[config.mk]
export PLATFORM = sky130hd
export DESIGN_NAME = loop_stack_unit
export DESIGN_NICKNAME = d
export VERILOG_FILES = /design/src/rtl/loop_stack_unit.sv
export SDC_FILE = /design/constraint.sdc
export NUM_CORES = 1
export LEC_CHECK = 0
export CORE_ASPECT_RATIO = 1.75
export CORE_MARGIN = 4
export CORE_UTILIZATION = 60
export DETAILED_ROUTE_END_ITERATION = 10
export HOLD_SLACK_MARGIN = 0.05
export PLACE_DENSITY = 0.9
export SYNTH_ARGS = -nofsm -noshare
export SYNTH_HDL_FRONTEND = slang
export SYNTH_SLANG_ARGS = --single-unit
[constraint.sdc]
create_clock -name clk -period 4 [get_ports clk]
set_clock_uncertainty 0.1 [all_clocks]
set_input_delay 0.8 -clock clk [delete_from_list [all_inputs] [get_ports clk]]
set_output_delay 0.8 -clock clk [all_outputs]
set_load 0.05 [all_outputs]
[src/rtl/loop_stack_unit.sv]
// Bracket-matching engine: return-address stack for nested [ ] loops plus a
// forward-skip mode that walks over a loop body entered with a zero accumulator.
module loop_stack_unit #(
  parameter int PC_WIDTH      = 8,
  parameter int DEPTH         = 16,
  parameter int SKIP_NEST_MAX = 255
) (
  input  logic                         clk,
  input  logic                         reset,
  input  logic                         instr_valid,
  input  logic                         is_open,
  input  logic                         is_close,
  input  logic                         acc_zero,
  input  logic [PC_WIDTH-1:0]          pc_next,
  output logic                         jump_valid,
  output logic [PC_WIDTH-1:0]          jump_pc,
  output logic                         skipping,
  output logic [$clog2(DEPTH+1)-1:0]   depth,
  output logic                         overflow,
  output logic                         underflow
);
  localparam int DW = $clog2(DEPTH+1);
  localparam int AW = (DEPTH > 1) ? $clog2(DEPTH) : 1;
  localparam int NW = (SKIP_NEST_MAX > 0) ? $clog2(SKIP_NEST_MAX+1) : 1;

  typedef enum logic [1:0] {RUN, SKIP, FAULT} state_t;

  state_t              state;
  logic [PC_WIDTH-1:0] stack [DEPTH];
  logic [NW-1:0]       nest;

  logic          open_cmd, close_cmd, empty, full, push;
  logic [DW-1:0] top_cnt;
  logic [AW-1:0] top_idx, wr_idx;

  // Both bracket flags together is an illegal encoding and acts as a no-op.
  assign open_cmd  = instr_valid && is_open && !is_close;
  assign close_cmd = instr_valid && is_close && !is_open;
  assign empty     = (depth == '0);
  assign full      = (depth == DW'(DEPTH));
  assign top_cnt   = depth - DW'(1);
  assign top_idx   = top_cnt[AW-1:0];
  assign wr_idx    = depth[AW-1:0];
  assign push      = (state == RUN) && open_cmd && !acc_zero && !full;

  assign jump_valid = (state == RUN) && close_cmd && !acc_zero && !empty;
  assign jump_pc    = empty ? '0 : stack[top_idx];
  assign skipping   = (state == SKIP);

  // Entries are never read while unoccupied, so the storage needs no reset.
  always_ff @(posedge clk) begin
    if (push) stack[wr_idx] <= pc_next;
  end

  always_ff @(posedge clk) begin
    if (reset) begin
      state     <= RUN;
      depth     <= '0;
      nest      <= '0;
      overflow  <= 1'b0;
      underflow <= 1'b0;
    end else begin
      case (state)
        RUN: begin
          if (open_cmd) begin
            if (acc_zero) begin
              state <= SKIP;
              nest  <= '0;
            end else if (full) begin
              overflow <= 1'b1;
              state    <= FAULT;
            end else begin
              depth <= depth + DW'(1);
            end
          end else if (close_cmd) begin
            if (empty) begin
              underflow <= 1'b1;
              state     <= FAULT;
            end else if (acc_zero) begin
              depth <= depth - DW'(1);
            end
          end
        end
        SKIP: begin
          if (open_cmd) begin
            if (nest == NW'(SKIP_NEST_MAX)) begin
              overflow <= 1'b1;
              state    <= FAULT;
            end else begin
              nest <= nest + NW'(1);
            end
          end else if (close_cmd) begin
            // The matching ] is consumed here: no pop, no jump.
            if (nest == '0) state <= RUN;
            else            nest  <= nest - NW'(1);
          end
        end
        FAULT:   state <= FAULT;
        default: state <= FAULT;
      endcase
    end
  end
endmodule

==> qor.tcl, run 1 <==
set qor(power_density_mw_per_mm2) 484.0
set qor(synth_area_leaders) {sky130_fd_sc_hd__edfxtp_1 (61%), sky130_fd_sc_hd__mux4_2 (11%), sky130_fd_sc_hd__dfxtp_1 (5.4%)}
set qor(grt_max_degree) 29
set qor(cts_root_buffer) {sky130_fd_sc_hd__clkbuf_16}
set qor(cellLeakagePower_nw) 2.456
set qor(endpoint_kind) {primary output}
set qor(clkSinkCount) 145
set qor(timing.fmax_ghz) 0.2618
set qor(ys_seq_area_share_pct) 66.64
set qor(cts_max_level) 4
set qor(first_global_vias) 3811
set qor(finalHoldViolCount) 0
set qor(fp.dieArea_mm2) 0.01223
set qor(cp_top_family) {buffers and inverters}
set qor(ios) 31
set qor(first_pass_iters) 5
set qor(path_class) {flop to primary output}
set qor(synth-edff-count) 128
set qor(grtUsageTotal_pct) 25.96
set qor(die_y_um) 143.3
set qor(path_max_fanout) 16
set qor(insertedDiodeCount) 0
set qor(crit_path_max_incr_delay_ns) 0.50
set qor(nNetsFinal) 471
set qor(power.total_mw) 3.642
set qor(clk-insertion-delay-late_ns) 0.42
set qor(ys_ff_latch) 145
set qor(run_status) {finished clean}
set qor(synth_top_area_share_pct) 61.22
set qor(drt_iter0_drc) 317
set qor(post_route_cells_drive_above_1_share_pct) 26.36
set qor(layout-area-overhead-vs-synth_pct) 19.85
set qor(drc) 0
set qor(sequential_cell_area_mm2) 0.004188
set qor(initial_utilization_pct) 61.32
set qor(final_core_util_pct) 73.49
set qor(yosysWarnings) 0
set qor(place.gp.congestion) 0.9948
set qor(placementRows) 49
set qor(clkSlewWorstSetupHoldPaths_ns) 0.06
set qor(filler_cell_count) 612
set qor(finalSetupViolations) 0
set qor(most_frequently_used_flop_master_after_synthesis) {sky130_fd_sc_hd__edfxtp_1}
set qor(hold-path-cell-count) 2
set qor(timing.final.max_slew_violations) 0
set qor(count_of_hold_buffers_inserted_by_post_cts_repair) 0
set qor(coreArea_mm2) 0.01024
set qor(library_cell_appearing_most_often_on_the_critical_path) {sky130_fd_sc_hd__buf_12}
set qor(timing.critical_path.slowest_stage_cell) {sky130_fd_sc_hd__ha_1}
set qor(worst-path-stages) 8
set qor(synth_top_cell_by_area) {sky130_fd_sc_hd__edfxtp_1}
set qor(syn-mean-instance-area_um2) 16.02
set qor(clock_path_buffers) 2
set qor(timing.max_slew.rel_slack_pct) 42.76
set qor(total_area_of_multi_input_combinational_cells_mm2) 0.002078
set qor(finalWirelength_um) 14700
set qor(syn_nets) 417
set qor(die_x_um) 85.33
set qor(tns_ns) 0
set qor(syn-instance-count) 392
set qor(antenna_found_initial) 0
set qor(peak_vdd_ir_mv) 0.4505
set qor(io_buffers) 30
set qor(period_needed_ns) 3.820
set qor(num_vias) 3808
set qor(post_drt_via_cell_ratio) 6.498
set qor(async_reset_ff_share_pct) 0
set qor(post_synth_most_frequent_cells) {sky130_fd_sc_hd__edfxtp_1 (128), sky130_fd_sc_hd__mux4_2 (32), sky130_fd_sc_hd__nor2_1 (26), sky130_fd_sc_hd__nand2_1 (20), sky130_fd_sc_hd__a211oi_1 (19)}
set qor(whs_ns) 0.3841
set qor(worstPathArrival_ns) 2.92
set qor(startpoint_type) {flop}
set qor(worst_hold_path_type) {flop to flop}
set qor(crit_path_cell_trace) {inv_1, ha_1, buf_12, buf_12, mux4_2, mux2i_1, a211oi_4, buf_4}
set qor(cap_violations) 0
set qor(cts_tree) {done}
set qor(synthMostInstantiatedCell) {sky130_fd_sc_hd__edfxtp_1}
set qor(detail_route.wl_per_cell_um) 25.09
set qor(mappedNetlistArea_mm2) 0.006279
set qor(postRouteAntennaNets) 0
set qor(tightest_slew_ns) 0.8586
set qor(post_synth_num_cell_types) 53
set qor(critPathRequiredTime_ns) 3.10
set qor(crit_buf_inv) 4
set qor(final_cycle_share_pct) 95.51
set qor(grt_first_pass_wirelength_um) 22660
set qor(detailedPlacementHpwl_um) 9426
set qor(rsz0062_at_grt) {false}
set qor(reg2reg_depth) 6
set qor(global_route.overflow_total) 0
set qor(cts_made_buffers) 17
-- metrics by stage --
step           worst slack (ns)  cells  cell area [um2]
6_report                 0.1798    586             7525
3_3_place_gp             0.3844    554             6925
5_1_grt                 0.03537    586             7525
2_1_floorplan          -0.09327    392             6355
4_1_cts                 0.01863    586             7522
3_5_place_dp             0.2911    554             6925
-- cell usage in the layout, fill, tap and decap left out, types with 8 or more instances in the layout --
cell type                           n
sky130_fd_sc_hd__nand3_1            8
sky130_fd_sc_hd__buf_4             31
sky130_fd_sc_hd__dfxtp_1           16
sky130_fd_sc_hd__clkdlybuf4s50_1   21
sky130_fd_sc_hd__a211oi_1           9
sky130_fd_sc_hd__nand2_1           20
sky130_fd_sc_hd__mux4_2            32
sky130_fd_sc_hd__ha_1              11
sky130_fd_sc_hd__nor2_1            26
sky130_fd_sc_hd__nor3_1            12
sky130_fd_sc_hd__edfxtp_1         128
sky130_fd_sc_hd__clkbuf_16         17
sky130_fd_sc_hd__a21oi_1           16
sky130_fd_sc_hd__nor2b_1           10
-- tightest hold or removal path: stages, from the launching register on --
cell	delay, ns
sky130_fd_sc_hd__dfxtp_1	0.33
sky130_fd_sc_hd__a31oi_1	0.05
sky130_fd_sc_hd__nor2_1	0.07
-- area by class of cell --
cell class                      instances  area share (%)
Tap cell                              127           2.112
Clock buffer                           17           5.653
Clock inverter                         15           2.095
Timing Repair Buffer                   55           6.684
Multi-Input combinational cell        224           27.62
Inverter                                3          0.1829
Sequential cell                       145           55.65
-- timing repair --
action | in CTS | in global routing
setup buffers | 0 | 0
endpoints found under the hold margin | 0 | 0
setup endpoints to repair | 2 | 7
resized for setup | 3 | 1
-- power by group --
group / leakage (nW) / total [mW] / internal [mW] / switching, mW
combinational: 0.882 / 0.416 / 0.154 / 0.263
sequential: 1.29 / 1.66 / 1.65 / 0.0120
clock: 0.285 / 1.56 / 0.925 / 0.636
total: 2.46 / 3.64 / 2.73 / 0.911
-- layer usage --
layer  global-route usage (%)  wire, um  vias up
met5                        0         0        -
li1                         -         -     1666
met3                    6.081       849       42
met1                    30.48      5252     1895
met2                    45.33      8027      205
met4                    11.43       574        0
-- sequential cells by signal, summed over array words and instances (netlist names) --
| signal | count |
|---|---|
| overflow | 1 |
| stack | 128 |
| depth | 5 |
| state | 2 |
| nest | 8 |
| underflow | 1 |
-- kinds of logic after synthesis --
family	after synthesis	share of synthesized area [%]
buffers and inverters	23	1.813
AO/OA/AOI/OAI	55	5.899
adder cells (fa/ha/maj)	11	2.192
flip-flops	145	66.64
multiplexers	41	12.93
XOR/XNOR	11	1.534
AND/OR/NAND/NOR	106	8.988
-- final timing paths --
check	start	endpoint	slack, ns
worst max-delay path	depth[0]$_SDFFE_PP0P_	jump_pc[6]	0.18
worst min register to register	underflow$_SDFFE_PP0P_	underflow$_SDFFE_PP0P_	0.38
worst min-delay path	underflow$_SDFFE_PP0P_	underflow$_SDFFE_PP0P_	0.38
worst max register to register	state[0]$_SDFFE_PP0P_	stack[2][1]$_DFFE_PP_	1.53
No activity file was read; power rests on OpenSTA's default activity.
==> run 2: changes to the inputs <==
- PLACE_DENSITY: 0.9 -> unset
- PLACE_DENSITY_LB_ADDON: unset -> 0.05
==> qor.tcl, run 2 (synthesis gave the netlist of run 1 again) <==
set qor(final_cycle_share_pct) 94.13 ;# -1.4 points
set qor(initial_utilization_pct) 61.32 ;# unchanged
set qor(post_cts_resize_count) 0 ;# -3
set qor(run_status) {finished clean}
set qor(cellLeakagePower_nw) 2.471 ;# +0.59%
set qor(antenna_found_initial) 0 ;# unchanged
set qor(stdcell_area_mm2) 0.007530 ;# about the same
set qor(total_area_of_multi_input_combinational_cells_mm2) 0.002064 ;# -0.66%
set qor(library_cell_appearing_most_often_on_the_critical_path) {sky130_fd_sc_hd__buf_4}
set qor(clkSlewWorstSetupHoldPaths_ns) 0.06 ;# about the same
set qor(layout_commonest_cell) {sky130_fd_sc_hd__edfxtp_1}
set qor(coreArea_mm2) 0.01024 ;# unchanged
set qor(drt_iter0_drc) 290 ;# -8.5%
set qor(endpoint_kind) {primary output}
set qor(detailedPlacementHpwl_um) 9376 ;# -0.53%
set qor(fp.dieArea_mm2) 0.01223 ;# unchanged
set qor(timing.max_slew.rel_slack_pct) 51.93 ;# +9.2 points
set qor(cts_max_level) 4 ;# unchanged
set qor(postRouteAntennaNets) 0 ;# unchanged
set qor(place.gp.congestion) 0.8935 ;# -10%
set qor(hold_start) {underflow$_SDFFE_PP0P_}
set qor(power_density_mw_per_mm2) 473.0 ;# -2.3%
set qor(worst_setup_path_startpoint) {depth[1]$_SDFFE_PP0P_}
set qor(path_max_fanout) 12 ;# -4
set qor(post_route_cells_drive_above_1_share_pct) 26.51 ;# +0.15 points
set qor(whs_ns) 0.3813 ;# -0.002731 ns
set qor(timing.final.max_slew_violations) 0 ;# unchanged
set qor(clk-insertion-delay-late_ns) 0.42 ;# about the same
set qor(layout-area-overhead-vs-synth_pct) 19.93 ;# about the same
set qor(crit_path_max_incr_delay_ns) 0.51 ;# about the same
set qor(worst_hold_path_type) {flop to flop}
set qor(die_y_um) 143.3 ;# unchanged
set qor(top_regs) {stack (128), nest (8), depth (5)}
set qor(ios) 31 ;# unchanged
set qor(detail_route.wl_per_cell_um) 23.18 ;# -7.6%
set qor(timing.rr.start) {state[0]$_SDFFE_PP0P_}
set qor(finalWirelength_um) 13700 ;# -6.8%
set qor(grtUsageTotal_pct) 25.05 ;# -0.91 points
set qor(num_vias) 3645 ;# -4.3%
set qor(largest_register) {stack}
set qor(tightest_slew_ns) 0.7189 ;# -0.1397 ns
set qor(postCtsSetupRepairBufs) 0 ;# unchanged
set qor(count_of_hold_buffers_inserted_by_post_cts_repair) 0 ;# unchanged
set qor(place.detailed.instances) 559 ;# +0.90%
set qor(path_class) {flop to primary output}
set qor(crit_buf_inv) 3 ;# -1
set qor(placed_area_mm2) 0.006950 ;# +0.36%
set qor(timing.fmax_ghz) 0.2656 ;# +1.5%
set qor(period_needed_ns) 3.765 ;# -0.05504 ns
set qor(global_route.overflow_total) 0 ;# unchanged
set qor(filler_cell_count) 630 ;# +2.9%
set qor(rsz0062_at_grt) {false}
set qor(io_buffers) 30 ;# unchanged
set qor(grt_first_pass_wirelength_um) 22020 ;# -2.8%
set qor(cts_made_buffers) 17 ;# unchanged
set qor(placementRows) 49 ;# unchanged
set qor(max_ffs_per_register) 128 ;# unchanged
set qor(cts_root_buffer) {sky130_fd_sc_hd__clkbuf_16}
set qor(finalSetupViolations) 0 ;# unchanged
set qor(cts_tree) {done}
set qor(clock_path_buffers) 2 ;# unchanged
set qor(insertedDiodeCount) 0 ;# unchanged
set qor(drc) 0 ;# unchanged
set qor(layout_common_cells) {sky130_fd_sc_hd__edfxtp_1 (128), sky130_fd_sc_hd__buf_4 (37), sky130_fd_sc_hd__mux4_2 (32), sky130_fd_sc_hd__nor2_1 (26), sky130_fd_sc_hd__clkdlybuf4s50_1 (21)}
set qor(peak_vdd_ir_mv) 0.3642 ;# -19%
set qor(post_drt_via_cell_ratio) 6.168 ;# -5.1%
set qor(timing.critical_path.slowest_stage_cell) {sky130_fd_sc_hd__dfxtp_1}
set qor(cp_top_family) {buffers and inverters}
set qor(grt_max_degree) 25 ;# -14%
set qor(power.total_mw) 3.562 ;# -2.2%
set qor(cap_violations) 0 ;# unchanged
set qor(critPathRequiredTime_ns) 3.10 ;# about the same
set qor(first_pass_iters) 4 ;# -1
set qor(finalHoldViolCount) 0 ;# unchanged
set qor(sequential_cell_area_mm2) 0.004185 ;# about the same
set qor(nNetsFinal) 476 ;# +1.1%
set qor(clkSinkCount) 145 ;# unchanged
set qor(worstPathArrival_ns) 2.87 ;# -0.05 ns
set qor(first_global_vias) 3908 ;# +2.5%
set qor(die_x_um) 85.33 ;# unchanged
set qor(crit_path_cell_trace) {inv_1, ha_1, buf_4, mux4_2, nor2b_1, a211oi_1, a211oi_2, buf_4}
set qor(finish.cell_count_without_fillers) 591 ;# +0.85%
set qor(startpoint_type) {flop}
==> run 2: changes by cell type in the layout (fill, tap and decap cells not counted), sizes merged <==
cell,previous run,this run
buf,34,39
bufinv,2,0
clkbuf,17,22
clkinv,7,4
clkinvlp,1,4
inv,8,5
==> run 2: path summary, 6_finish.rpt <==
check                      endpoint  slack (ns)  cells past startpoint
max reg2reg   stack[9][6]$_DFFE_PP_        1.46                      5
min          underflow$_SDFFE_PP0P_        0.38                      2
min reg2reg  underflow$_SDFFE_PP0P_        0.38                      2
max                      jump_pc[2]        0.23                      8
==> run 2: metrics by stage <==
step	TNS (ns)	setup slack [ns]	utilization, %
after global placement	0	0.4022	67.88
after global routing	0	0.07771	73.54
after detailed placement	0	0.2988	67.88
after floorplan	-0.4654	-0.09327	-
after CTS	0	0.2016	73.54
final	0	0.2348	73.54
==> run 2: layer usage <==
metal / GRT usage (%) / part of all wire (%) / wire, um
met5: 0 / 0 / 0
met4: 8.340 / 1.8 / 250
met3: 6.081 / 3.7 / 513
met2: 46.64 / 58 / 8006
met1: 27.67 / 36 / 4928
==> run 2: worst reg2reg max path: stages (launching register included) <==
cell	delay, ns
sky130_fd_sc_hd__dfxtp_1	0.53
sky130_fd_sc_hd__or4_1	0.62
sky130_fd_sc_hd__nor2b_1	0.34
sky130_fd_sc_hd__nand2_1	0.19
sky130_fd_sc_hd__nor2_1	0.25
sky130_fd_sc_hd__buf_4	0.22
==> run 2: area by class of cell <==
class,count,area share (%)
Sequential cell,145,55.58
Multi-Input combinational cell,224,27.42
Timing Repair Buffer,60,7.012
Clock buffer,22,6.746
Tap cell,127,2.110
Clock inverter,10,0.9472
Inverter,3,0.1828
==> run 2: where the power goes <==
group	switching [mW]	internal [mW]
combinational	0.243	0.149
clock	0.597	0.905
sequential	0.0141	1.65
total	0.854	2.71
